$ cat config.mk
export PLATFORM = sky130hd
export DESIGN_NAME = msk_unshare_serial
export DESIGN_NICKNAME = d
export VERILOG_FILES = /design/src/rtl/msk_unshare_serial.sv
export SDC_FILE = /design/constraint.sdc
export NUM_CORES = 1
export LEC_CHECK = 0
export CORE_MARGIN = 1.5
export CORE_UTILIZATION = 51
export CTS_CLUSTER_DIAMETER = 60
export CTS_CLUSTER_SIZE = 28
export DETAILED_ROUTE_END_ITERATION = 16
export GPL_ROUTABILITY_DRIVEN = 1
export GPL_TIMING_DRIVEN = 0
export MAX_ROUTING_LAYER = met4
export PLACE_DENSITY = 0.88
export SLEW_MARGIN = 25
export SYNTH_ARGS = -nofsm -noshare
export SYNTH_HDL_FRONTEND = slang
export SYNTH_SLANG_ARGS = --single-unit
export TNS_END_PERCENT = 30
$ cat constraint.sdc
create_clock -name clk -period 1.6 [get_ports clk]
set_input_delay 0.16 -clock clk [delete_from_list [all_inputs] [get_ports clk]]
set_output_delay 0.16 -clock clk [all_outputs]
set_load 0.03 [all_outputs]
$ cat src/rtl/msk_unshare_serial.sv
// msk_unshare_serial: serial recombination of a D-share Boolean sharing.
// The sharing is captured into a register in IDLE; FOLD then XORs one share
// per cycle into an accumulator, so no logic cone ever combines all shares
// at once. HOLD presents the unmasked value until the consumer accepts it.
// Optional build macro MSKUNSHARE_ZEROIZE_EN: clears the share register when
// folding ends, and clears the accumulator/output on the output handshake.
module msk_unshare_serial #(
    parameter int D = 2,
    parameter int W = 8
) (
    input  logic           clk,
    input  logic           rst_n,
    input  logic [D*W-1:0] in_sh,
    input  logic           in_valid,
    output logic           in_ready,
    output logic [W-1:0]   out_data,
    output logic           out_valid,
    input  logic           out_ready,
    output logic           busy
);

    localparam int CW = (D > 1) ? $clog2(D) : 1;
    localparam int NS = 1 << CW;
    localparam logic [CW-1:0] CNT_LAST = CW'(D - 1);

    localparam logic [1:0] IDLE = 2'd0;
    localparam logic [1:0] FOLD = 2'd1;
    localparam logic [1:0] HOLD = 2'd2;

    logic [1:0]     state_q, state_d;
    logic [CW-1:0]  cnt_q, cnt_d;
    logic [D*W-1:0] sreg_q, sreg_d;
    logic [W-1:0]   acc_q, acc_d;
    logic [W-1:0]   out_data_q, out_data_d;
    logic           out_valid_q, out_valid_d;

    logic [W-1:0]   shares [NS];
    logic [W-1:0]   share_sel;
    logic [W-1:0]   fold_val;

    // Regroup the bit-major share register into one word per share index;
    // unused slots beyond D are tied to zero so the select never goes wild.
    always_comb begin
        for (int j = 0; j < NS; j++) begin
            shares[j] = '0;
        end
        for (int j = 0; j < D; j++) begin
            for (int i = 0; i < W; i++) begin
                shares[j][i] = sreg_q[i*D + j];
            end
        end
        share_sel = shares[cnt_q];
    end

    // Next-state logic: capture, fold one share per cycle, hold until accepted.
    always_comb begin
        state_d     = state_q;
        cnt_d       = cnt_q;
        sreg_d      = sreg_q;
        acc_d       = acc_q;
        out_data_d  = out_data_q;
        out_valid_d = out_valid_q;
        fold_val    = (cnt_q == '0) ? share_sel : (acc_q ^ share_sel);

        case (state_q)
            IDLE: begin
                if (in_valid && in_ready) begin
                    sreg_d  = in_sh;
                    cnt_d   = '0;
                    state_d = FOLD;
                end
            end
            FOLD: begin
                acc_d = fold_val;
                if (cnt_q == CNT_LAST) begin
                    cnt_d       = '0;
                    out_data_d  = fold_val;
                    out_valid_d = 1'b1;
                    state_d     = HOLD;
`ifdef MSKUNSHARE_ZEROIZE_EN
                    sreg_d      = '0;
`endif
                end else begin
                    cnt_d = cnt_q + CW'(1);
                end
            end
            HOLD: begin
                if (out_ready) begin
                    out_valid_d = 1'b0;
                    state_d     = IDLE;
`ifdef MSKUNSHARE_ZEROIZE_EN
                    acc_d       = '0;
                    out_data_d  = '0;
`endif
                end
            end
            default: begin
                state_d = IDLE;
            end
        endcase
    end

    // State and datapath registers with synchronous active-low reset.
    always_ff @(posedge clk) begin
        if (!rst_n) begin
            state_q     <= IDLE;
            cnt_q       <= '0;
            sreg_q      <= '0;
            acc_q       <= '0;
            out_data_q  <= '0;
            out_valid_q <= 1'b0;
        end else begin
            state_q     <= state_d;
            cnt_q       <= cnt_d;
            sreg_q      <= sreg_d;
            acc_q       <= acc_d;
            out_data_q  <= out_data_d;
            out_valid_q <= out_valid_d;
        end
    end

    assign in_ready  = rst_n && (state_q == IDLE);
    assign busy      = (state_q != IDLE);
    assign out_valid = out_valid_q;
    assign out_data  = out_data_q;

endmodule

==> metrics.txt, run 1 <==
post-synthesis compound-gate area fraction=0.2471; Async SR Flop Fraction=0; ys flop type=dfxtp_1; number of H-tree levels=2; largest net degree at the start of global routing=11; class of the worst hold path=input port to flip-flop; NumNets Final=240; Final setup viols=0; Worst Path Arrival=1.38 ns; Die Footprint=3534 um2; Final Max Tran Viols=0; Final period util=0.9646; drt via density=5.098; grt ovf=0; row count=20; Final min period=1.543 ns; most common cell in the netlist=nand2_1; Core ar.=3028 um2; WP data required=1.44 ns; Post-synth EDFFs=0; DR pass1 iterations=5; sequential-to-total area share from yosys stat=0.4434; Hold Slack=0.3454 ns; xor-xnor portion of the synthesized cell area=0.04311; Iteration-0 DRC Markers=73; TritonCTS Buffers=5; total power=1.919 mW; Worst Max-Slew Pin Slew=0.6747 ns; starting density of the core=0.5368; area share of the largest cell type after synthesis=0.4434; CTS tree=done; WL/cell=12.54 um; synth cell count leaders=nand2_1, dfxtp_1, nor2_1; CP endpoint kind=primary output; Final GP Congestion=0.8174; initial antenna violation count=0; Max-Cap Viols=0; Fill cells=256; Seq cells post-synth=36; Simple-Gate Fraction of Synth Area=0.1655; diode count=0; first-pass GRT wire length=5.658 mm; cell family contributing the most delay on the critical path=buffers and inverters; setup TNS=0 ns; status=complete, no violations; vias in the first global route=1196; area leader, netlist=dfxtp_1; CP cell instances=clkdlybuf4s50_1; # clock sinks=36; Post-Route WL=3.311 mm; largest family of logic cells by synthesized area=compound AO/OA/AOI/OAI gates; Max Clk Rate=647.9 MHz; share of cells above drive strength 1=0.1636; reg2reg setup slack=0.23 ns; clock skew=0.003676 ns; syn_area_per_cell=8.881 um2; CP max FO=3; final hold vios=0; Die Span Y=59.45 um; mux cell area share after synthesis=0.006159; power density over the cells=937.5 nW/um2; Residual DRC=0; cell area after synthesis=1625 um2; WP buf/inv=1; Detail Placement HPWL=2.320 mm; synth warn=0; die span in x=59.45 um; RSZ-0062 raised after global routing=false; Reg clk slew, reported paths=0.10 ns; Worst VDD drop=0.5576 mV; Synth Instances=183; vias=1346; Distinct cells, synth=31; Synth Area in Adders=0; CP startpoint kind=flip-flop; Crit Path Class=flip-flop to primary output; area growth from synthesis to layout=25.94%; FF+latch area=720.7 um2; I/O Buffers=30; Rel. slew slack=0.5502; post-CTS setup buffer count=0; Max clock buf depth=2; # hold bufs at CTS=0; CTS Root Cell=clkbuf_4; leakage=0.7377 nW; Routed Antenna Nets=0; CTS resizes=6; Global Route Usage Sum=0.2264; largest cells by area after synthesis=dfxtp_1, nand2_1, a211oi_2, a2bb2oi_1, xnor2_1; worst skew pair latency=0.34 ns; crit path max-delay cell type=clkdlybuf4s50_1; Synthesized Nets=203; max incr delay on CP=0.68 ns; footprint of the multi-input gates=750.7 um2; # IOs=31
-- state kept, by name, indices dropped and copies added (netlist names) --
| signal | count |
|---|---|
| cnt_q | 1 |
| state_q | 2 |
| out_data | 8 |
| out_valid | 1 |
| acc_q | 8 |
| sreg_q | 16 |
-- metal layers --
| layer | GRT usage | wire length, um |
|---|---|---|
| met1 | 0.3004 | 1469 |
| met2 | 0.3281 | 1544 |
| met3 | 0.06550 | 222 |
| met4 | 0.07792 | 75 |
| met5 | - | 0 |
-- cell families (layout without fill, tap and decap cells) --
group,after synthesis,after routing
xor gates and xnor gates,8,8
and+or+nand+nor,63,63
buffers and inverters,24,61
AOI/OAI and AO/OA,51,51
muxes,1,1
DFF,36,36
-- report_power, final --
group	switching [mW]	leakage, nW	internal, mW
clock network	0.285	0.0374	0.249
logic	0.203	0.406	0.183
registers	0.0447	0.294	0.955
total	0.533	0.738	1.39
-- placed cells by master (no fill, tap or decap) --
cell type	Yosys	routed
nand2_1	43	43
dfxtp_1	36	36
clkdlybuf4s50_1	0	28
nor2_1	10	10
o22ai_1	9	9
a21oi_1	9	9
o21ai_1	8	8
inv_1	8	8
a2bb2oi_1	8	8
xnor2_1	8	8
a211oi_2	8	8
buf_6	5	6
clkbuf_4	0	6
buf_2	5	5
o31ai_2	5	5
o31ai_1	3	3
clkbuf_1	2	2
clkbuf_8	0	2
or2_2	1	1
inv_2	1	1
and4bb_1	1	1
and3b_1	1	1
buf_12	1	1
nor3b_1	1	1
nand2b_1	1	1
nand3_1	1	1
clkinv_1	1	1
or2_1	1	1
nor2_2	1	1
nor2b_1	1	1
o21ai_0	1	1
mux2i_1	1	1
nor3_1	1	1
clkdlybuf4s15_1	0	1
-- worst paths after layout --
kind,startpoint,cells after the start,end
setup / recovery,out_valid$_SDFFE_PN0P_,1,out_valid
hold / removal,in_sh[8],3,sreg_q[8]$_SDFFE_PN0P_
setup reg to reg,cnt_q$_SDFFE_PN0P_,4,acc_q[3]$_SDFFE_PN0P_
hold reg to reg,sreg_q[14]$_SDFFE_PN0P_,2,sreg_q[14]$_SDFFE_PN0P_
-- through the flow --
step / util / instances / setup WS (ns) / instance area [um2]
CTS: 0.6736 / 264 / 0.04009 / 2039
detailed placement: 0.6541 / 257 / -0.4016 / 1981
floorplan: - / 183 / 0.2742 / 1625
global route: 0.6760 / 264 / 0.003009 / 2047
finish: 0.6760 / 264 / 0.05664 / 2047
global placement: 0.6541 / 257 / -0.3903 / 1981
-- final cells by class --
| class | instances | share of cell area |
|---|---|---|
| multi-input combinational | 123 | 0.3667 |
| sequential | 36 | 0.3521 |
| timing repair buffer | 30 | 0.1455 |
| buffer | 14 | 0.05868 |
| clock buffer | 7 | 0.03178 |
| tap | 44 | 0.02689 |
| inverter | 10 | 0.01834 |
(Power assumes the default switching activity.)
==> run 2: changes to the inputs <==
--- a/config.mk
+++ b/config.mk
@@ -10,7 +10,7 @@
 export CTS_CLUSTER_DIAMETER = 60
 export CTS_CLUSTER_SIZE = 28
 export DETAILED_ROUTE_END_ITERATION = 16
-export GPL_ROUTABILITY_DRIVEN = 1
+export GPL_ROUTABILITY_DRIVEN = 0
 export GPL_TIMING_DRIVEN = 0
 export MAX_ROUTING_LAYER = met4
 export PLACE_DENSITY = 0.88
==> results of run 2 <==
Same layout as run 1: the final DEF is identical, and so are final timing and power.
